===== config.mk =====
export PLATFORM = sky130hd
export DESIGN_NAME = decode_stage
export DESIGN_NICKNAME = d
export VERILOG_FILES = /design/src/rtl/decode_stage.sv
export SDC_FILE = /design/constraint.sdc
export NUM_CORES = 1
export LEC_CHECK = 0
export BUFFER_PORTS_ARGS = -buffer_cell sky130_fd_sc_hd__buf_4
export CORE_UTILIZATION = 46
export CTS_CLUSTER_SIZE = 30
export DETAILED_ROUTE_END_ITERATION = 12
export PLACE_DENSITY = 0.73
export SLEW_MARGIN = 10
export SYNTH_ARGS = -nofsm -noshare
export SYNTH_HDL_FRONTEND = slang
export SYNTH_SLANG_ARGS = --single-unit

===== constraint.sdc =====
create_clock -name clk -period 4.4 [get_ports clk]
set_clock_uncertainty 0.2 [all_clocks]
set_input_delay 0 -clock clk [delete_from_list [all_inputs] [get_ports clk]]
set_output_delay 0 -clock clk [all_outputs]
set_load 0.005 [all_outputs]

===== src/rtl/decode_stage.sv =====
// RV32I decode stage: decodes one instruction per handshake into a registered bundle,
// with a one-entry skid buffer so in_ready comes straight from a flop.
module decode_stage #(
    parameter int XLEN  = 32,
    parameter int CNT_W = 16
) (
    input  logic             clk,
    input  logic             rst_n,
    input  logic             in_valid,
    output logic             in_ready,
    input  logic [31:0]      instr,
    input  logic [XLEN-1:0]  in_pc,
    input  logic             flush,
    output logic             out_valid,
    input  logic             out_ready,
    output logic [XLEN-1:0]  out_pc,
    output logic [4:0]       rs1,
    output logic [4:0]       rs2,
    output logic [4:0]       rd,
    output logic [2:0]       funct3,
    output logic             funct7b5,
    output logic [1:0]       alu_op,
    output logic             alu_src,
    output logic             pc_src_a,
    output logic             lui,
    output logic             branch,
    output logic             jump,
    output logic             jalr,
    output logic             mem_read,
    output logic             mem_write,
    output logic             memtoreg,
    output logic             write_enable,
    output logic [XLEN-1:0]  immediate,
    output logic             illegal,
    output logic [CNT_W-1:0] dec_count,
    output logic [CNT_W-1:0] ill_count
);

    typedef struct packed {
        logic [XLEN-1:0] pc;
        logic [4:0]      rs1;
        logic [4:0]      rs2;
        logic [4:0]      rd;
        logic [2:0]      funct3;
        logic            funct7b5;
        logic [1:0]      alu_op;
        logic            alu_src;
        logic            pc_src_a;
        logic            lui;
        logic            branch;
        logic            jump;
        logic            jalr;
        logic            mem_read;
        logic            mem_write;
        logic            memtoreg;
        logic            we;
        logic [XLEN-1:0] imm;
        logic            illegal;
    } bundle_t;

    function automatic bundle_t decode_instr(input logic [31:0] ins, input logic [XLEN-1:0] pc);
        bundle_t            b;
        logic signed [31:0] imm32;
        b          = '0;
        imm32      = '0;
        b.pc       = pc;
        b.rs1      = ins[19:15];
        b.rs2      = ins[24:20];
        b.rd       = ins[11:7];
        b.funct3   = ins[14:12];
        b.funct7b5 = ins[30];
        case (ins[6:0])
            7'b0110011: begin // OP
                b.we = 1'b1; b.alu_op = 2'b10;
            end
            7'b0010011: begin // OP-IMM
                b.we = 1'b1; b.alu_src = 1'b1; b.alu_op = 2'b11;
                imm32 = {{20{ins[31]}}, ins[31:20]};
            end
            7'b0000011: begin // LOAD
                b.we = 1'b1; b.alu_src = 1'b1; b.mem_read = 1'b1; b.memtoreg = 1'b1;
                imm32 = {{20{ins[31]}}, ins[31:20]};
            end
            7'b0100011: begin // STORE
                b.alu_src = 1'b1; b.mem_write = 1'b1;
                imm32 = {{20{ins[31]}}, ins[31:25], ins[11:7]};
            end
            7'b1100011: begin // BRANCH
                b.branch = 1'b1; b.alu_op = 2'b01;
                imm32 = {{20{ins[31]}}, ins[7], ins[30:25], ins[11:8], 1'b0};
            end
            7'b0110111: begin // LUI
                b.we = 1'b1; b.alu_src = 1'b1; b.lui = 1'b1;
                imm32 = {ins[31:12], 12'b0};
            end
            7'b0010111: begin // AUIPC
                b.we = 1'b1; b.alu_src = 1'b1; b.pc_src_a = 1'b1;
                imm32 = {ins[31:12], 12'b0};
            end
            7'b1101111: begin // JAL
                b.we = 1'b1; b.jump = 1'b1; b.pc_src_a = 1'b1;
                imm32 = {{12{ins[31]}}, ins[19:12], ins[20], ins[30:21], 1'b0};
            end
            7'b1100111: begin // JALR
                b.we = 1'b1; b.jump = 1'b1; b.jalr = 1'b1; b.alu_src = 1'b1;
                imm32 = {{20{ins[31]}}, ins[31:20]};
            end
            default: b.illegal = 1'b1;
        endcase
        if (ins[11:7] == 5'd0) begin
            b.we = 1'b0;
        end
        b.imm = XLEN'(imm32);
        return b;
    endfunction

    function automatic logic [CNT_W-1:0] sat_inc(input logic [CNT_W-1:0] cnt, input logic en);
        if (en && (cnt != {CNT_W{1'b1}})) begin
            return cnt + 1'b1;
        end
        return cnt;
    endfunction

    bundle_t          out_q, out_d, skid_q, skid_d, dec_b;
    logic             out_valid_q, out_valid_d;
    logic             skid_valid_q, skid_valid_d;
    logic [CNT_W-1:0] dec_cnt_q, dec_cnt_d, ill_cnt_q, ill_cnt_d;
    logic             in_fire, out_fire;

    always_comb begin
        dec_b        = decode_instr(instr, in_pc);
        in_fire      = in_valid & ~skid_valid_q;
        out_fire     = out_valid_q & out_ready;
        out_d        = out_q;
        skid_d       = skid_q;
        out_valid_d  = out_valid_q;
        skid_valid_d = skid_valid_q;
        if (flush) begin
            out_valid_d  = 1'b0;
            skid_valid_d = 1'b0;
        end else if (!out_valid_q || out_ready) begin
            // Output register free this cycle: skid first to preserve order.
            if (skid_valid_q) begin
                out_d        = skid_q;
                out_valid_d  = 1'b1;
                skid_valid_d = 1'b0;
            end else begin
                out_valid_d = in_fire;
                if (in_fire) begin
                    out_d = dec_b;
                end
            end
        end else if (in_fire) begin
            skid_d       = dec_b;
            skid_valid_d = 1'b1;
        end
        dec_cnt_d = sat_inc(dec_cnt_q, out_fire);
        ill_cnt_d = sat_inc(ill_cnt_q, out_fire & out_q.illegal);
    end

    always_ff @(posedge clk) begin
        if (!rst_n) begin
            out_q        <= '0;
            skid_q       <= '0;
            out_valid_q  <= 1'b0;
            skid_valid_q <= 1'b0;
            dec_cnt_q    <= '0;
            ill_cnt_q    <= '0;
        end else begin
            out_q        <= out_d;
            skid_q       <= skid_d;
            out_valid_q  <= out_valid_d;
            skid_valid_q <= skid_valid_d;
            dec_cnt_q    <= dec_cnt_d;
            ill_cnt_q    <= ill_cnt_d;
        end
    end

    assign in_ready     = ~skid_valid_q;
    assign out_valid    = out_valid_q;
    assign out_pc       = out_q.pc;
    assign rs1          = out_q.rs1;
    assign rs2          = out_q.rs2;
    assign rd           = out_q.rd;
    assign funct3       = out_q.funct3;
    assign funct7b5     = out_q.funct7b5;
    assign alu_op       = out_q.alu_op;
    assign alu_src      = out_q.alu_src;
    assign pc_src_a     = out_q.pc_src_a;
    assign lui          = out_q.lui;
    assign branch       = out_q.branch;
    assign jump         = out_q.jump;
    assign jalr         = out_q.jalr;
    assign mem_read     = out_q.mem_read;
    assign mem_write    = out_q.mem_write;
    assign memtoreg     = out_q.memtoreg;
    assign write_enable = out_q.we;
    assign immediate    = out_q.imm;
    assign illegal      = out_q.illegal;
    assign dec_count    = dec_cnt_q;
    assign ill_count    = ill_cnt_q;

endmodule

* After elaboration in Yosys (flattened, before gate mapping) *
Cells that the tools add are included.

word-level totals
  register bits = 225
  input bits = 69
  output and inout bits = 130
  word-level logic and storage cells = 98

operators by class
  add/sub/neg operators = 2
  equality and inequality tests = 11
  mux-type cells = 20
  bitwise operators = 7
  reduce and logical (&&, ||, !) cells = 17

operator list
  kind                                                                   number
  96-bit two-way mux                                                     2
  32-bit one-hot mux with 5 select lines                                 1
  16-bit by 1-bit adder with 16-bit output, second input constant        2
  16-bit two-way mux                                                     2
  16-bit inequality test, second input constant                          2
  7-bit by 6-bit equality test with 1-bit output, second input constant  3
  7-bit equality test, second input constant                             3
  7-bit by 5-bit equality test with 1-bit output, second input constant  2
  1-bit two-way mux                                                      14
  9-bit OR reduction                                                     1
  2-bit OR reduction                                                     4
  7-bit by 2-bit equality test with 1-bit output, second input constant  1
  7-bit OR reduction                                                     1
  2-bit one-hot mux with 3 select lines                                  1
  3-bit AND reduction                                                    2
  3-bit OR reduction                                                     2
  6-bit OR reduction                                                     1
  5-bit zero test                                                        1
  1-bit NOT                                                              4
  1-bit AND                                                              3
  1-bit logical AND                                                      2
  2-bit nonzero test                                                     1
  1-bit zero test                                                        1
  1-bit logical OR                                                       1

* Depth between registers and ports, before layout *
  depth after elaboration = 6
  gate-level depth with buffers = 8

* Least setup slack after synthesis *
Ideal clock, no wire load.

  kind = register to register
  from = register dec_cnt_q[0], in the netlist dec_count[0]
  to = register dec_cnt_q[12], in the netlist dec_count[12]
  setup time = 0.115 ns
  arrival time = 1.622 ns
  required time = 4.085 ns
  path slack = 2.463 ns
  stages on the path, launching flop included = 7
  buffers on the path = 0
  path through = dfxtp_1 ha_1 and4_1 nand2_1 nor4b_1 xor2_1 and2_1

on the way
  word-level cells in the longest chain between the ends = 3
  elaborated cells between the ends (all ways) = 5
  classes of those cells = 1 x add/sub; 1 x eq/ne; 2 x mux; 1 x reduce/logical

ends and longest elaborated chain
  what                                                                              RTL line  text
  from (decl)                                                                       127       logic [CNT_W-1:0] dec_cnt_q, dec_cnt_d, ill_cnt_q, ill_cnt_d;
  from (signal assigned)                                                            174       dec_cnt_q <= dec_cnt_d;
  branches (longest 3 deep; another with 16-bit by 1-bit adder with 16-bit output)  -

Parallel ways; which one is timed is not known. The select of a mux whose other input is x is not followed.
A chain may end at the register's enable or synchronous reset.

* Final worst setup path *
  from = input instr[2]
  to = register skid_q[14] (netlist name)

on the way
  word-level cells in the longest chain between the ends = 3
  elaborated cells between the ends (all ways) = 11
  classes of those cells = 8 x eq/ne; 1 x mux; 2 x reduce/logical

ends and longest elaborated chain
  what                                                                              RTL line  text
  from (decl)                                                                       11        input logic [31:0] instr,
  7-bit equality test (tied with other cells)                                       72        case (ins[6:0])
  3-bit OR reduction (no source line) / 2-bit OR reduction (equally long branches)  -
  32-bit one-hot mux with 5 select lines (*)                                        72
  to (signal assigned)                                                              171       skid_q <= skid_d;
  to (decl)                                                                         124       bundle_t out_q, out_d, skid_q, skid_d, dec_b;

Every way passes the cells marked *; elsewhere a longest branch is shown, timed or not.

==> impl_metrics.csv <==
group,metric,value,unit
run_status,outcome,"finished clean",
timing,finalSetupViolations,0,
yosys,syn_area,0.00988,sq mm
cells_and_area,antenna_cells,0,
timing,fmax,293,MHz
timing,slew_viol_final,0,
timing,holdWs,0.107,ns
power,p_per_area,351,mW/mm^2
critical_path,cp.required,4.66,ns
floorplan,die_w,149,um
power,p_leak,0.00579,uW
timing,fin_crit_sh,77.6,%
timing,rsz0062_at_grt,"false",
clock_network,cts_root_buf,"clkbuf_16",
yosys,yosys-top-cells-area,"dfxtp_1 45%, nand2_1 8.2%, o211a_1 5.7%, mux2i_1 5.6%, a21boi_0 4.6%",
clock_network,cts.repair.resized,0,
place,dp_hpwl,16300,um
flow_run,cap_violations,0,
clock_network,clk_pin_slew,0.06,ns
floorplan,dieHeight,149,um
yosys,yosysWarnings,0,
clock_network,htreeDepth,1,
route,vias,8968,
yosys,synth_edf_count,0,
place,port_buffers,198,
timing,finalSetupTns,0,ns
route,ant_nets,0,
global_route,grt_max_degree,129,
floorplan,die-area,0.0221,sq mm
global_route,grt_pass1_vias,8763,
yosys,yosysSeqAreaShare,45.4,%
floorplan,row_count,53,
timing,relSlewSlack,25.0,%
yosys,ys.flop_type,"dfxtp_1",
route,wirelength,26900,um
cells_and_area,drive_above_1_share,20.3,%
clock_network,cts_sinks,224,
place,place_inst,1500,
critical_path,critPathArrivalTime,3.68,ns
cells_and_area,fin_util,63.2,%
power,ir_drop,283,uV
global_route,track_usage,24.0,%
global_route,grt_overflow_total,0,
cells_and_area,area_growth,34.4,%
yosys,synthTopCellsByCount,"224 x dfxtp_1, 217 x nand2_1, 62 x a21oi_1, 62 x o21ai_0, 61 x a21boi_0",
critical_path,cp_max_fo,16,
floorplan,core,0.0210,sq mm
timing,tightest_slew,1.12,ns
yosys,ys_ff_latch,224,
route,wl_per_cell,16.3,um
clock_network,clockBufferDepth,3,
floorplan,io_pins,199,
cells_and_area,fin_cells,1650,
critical_path,start_kind,"primary input",
place,place_congestion,0.809,
floorplan,start_util,47.0,%
critical_path,path_class,"in2reg",
clock_network,numCtsBuffers,25,
critical_path,cp-end-kind,"flip-flop",
yosys,yosysMostFrequentCell,"dfxtp_1",
route,drc_errors,0,
route,vias_per_cell,5.44,
clock_network,clkLatencyLatePin,0.52,ns
yosys,netlist_instances,1108,
cells_and_area,fin_nets,1428,
timing,timing.final.crit_period,3.42,ns
timing,hold_violations,0,
yosys,synth_area_leader_cell,"dfxtp_1",
route,drtPass1Iterations,6,
global_route,antenna_found_initial,0,
yosys,syn_nets,1179,
yosys,async_flop_share,0,%
yosys,synth_top_area_share,45.4,%
yosys,avgSynthCellArea,8.92,sq um
route,drt-initial-drc-count,522,
global_route,grt_pass1_wl,43400,um
yosys,synth.distinct_cells,66,
min_path,hold_class,"in2reg",
clock_network,cts_tree,"built",
-- worst max-delay path: stages --
cell and delay (ns):
dlygate4sd3_1 0.55, buf_4 0.19, nand3_1 0.10, dlygate4sd3_1 0.59, nor2_1 0.85, nand2_1 0.13
dlygate4sd3_1 0.60, a21oi_1 0.12, dlygate4sd3_1 0.55
-- cells in the final DEF, fill, tap and decap left out, drive strengths merged, types with 6 or more instances in the layout --
cell	count
clkbuf	38
xor2	20
nor2	37
o221ai	11
nor3	12
and2	33
buf	208
nor2b	9
mux2i	55
inv	6
nand2	218
nand2b	6
a221oi	8
o21ai	71
a211oi	19
a21boi	61
nand3	31
dfxtp	224
dlygate4sd3	105
a21oi	65
nand4	8
o211a	56
-- kinds of logic (layout without fill, tap and decap cells) --
logic type | count (synthesis) | in the layout | synth area share [%]
buffers and inverters | 96 | 363 | 4.55
and+or+nand+nor | 385 | 385 | 18.7
AOI/OAI and AO/OA | 321 | 321 | 23.4
muxes | 55 | 55 | 5.57
adders and majority gates | 2 | 2 | 0.253
DFF | 224 | 224 | 45.4
xor gates and xnor gates | 25 | 25 | 2.22
-- path summary, 6_finish.rpt --
path                                     from             to  slack [ns]  cells past startpoint
worst min-delay path                in_pc[16]     skid_q[80]        0.11                      4
worst max register to register   skid_valid_q  immediate[29]        1.07                      6
worst max-delay path                 instr[2]     skid_q[14]        0.98                      9
worst min register to register  immediate[14]  immediate[14]        0.24                      2
-- report_power, final --
group          internal [uW]  switching (uW)  total, uW
logic                    225             202        427
registers               2090            35.8       2120
clock network           1280             828       2110
-- sequential cells by signal, indices dropped and copies added, names as in the netlist, 2 cells and up --
signal	cells
rs1	5
rs2	5
dec_count	16
funct3	3
alu_op	2
rd	5
immediate	32
ill_count	16
skid_q	95
out_pc	32
-- per-stage QoR --
stage               total power, uW  worst slack, ns  area (sq um)
floorplan                      2340             2.46          9880
global placement               2530             1.64         11400
detailed placement             2530             1.53         11400
CTS                            4680             1.07         13300
global route                   4830            0.815         13300
finish                         4660            0.985         13300
-- layout make-up --
cell class | instances | area, sq um
clock buffers | 38 | 744
multi-input cells | 788 | 4970
clock inverters | 7 | 88.8
fillers | 1747 | 7740
repair buffers | 313 | 2630
well taps | 275 | 344
inverters | 5 | 18.8
flip-flops and latches | 224 | 4490
-- timing repair --
| item | 4_1_cts | 5_1_grt |
|---|---|---|
| buffers inserted | 0 | 0 |
| hold buffers | 105 | 0 |
| endpoints found under the setup margin | 0 | 0 |
| endpoints found under the hold margin | 198 | 0 |
-- routing by layer --
metal / up-vias / global-route usage, % / wire length, um
met5: - / 0 / 0
met4: 0 / 6.03 / 518
met3: 48 / 5.89 / 2090
met2: 264 / 40.8 / 12700
met1: 4245 / 30.4 / 11500
li1: 4411 / - / -
(Power assumes the default switching activity.)
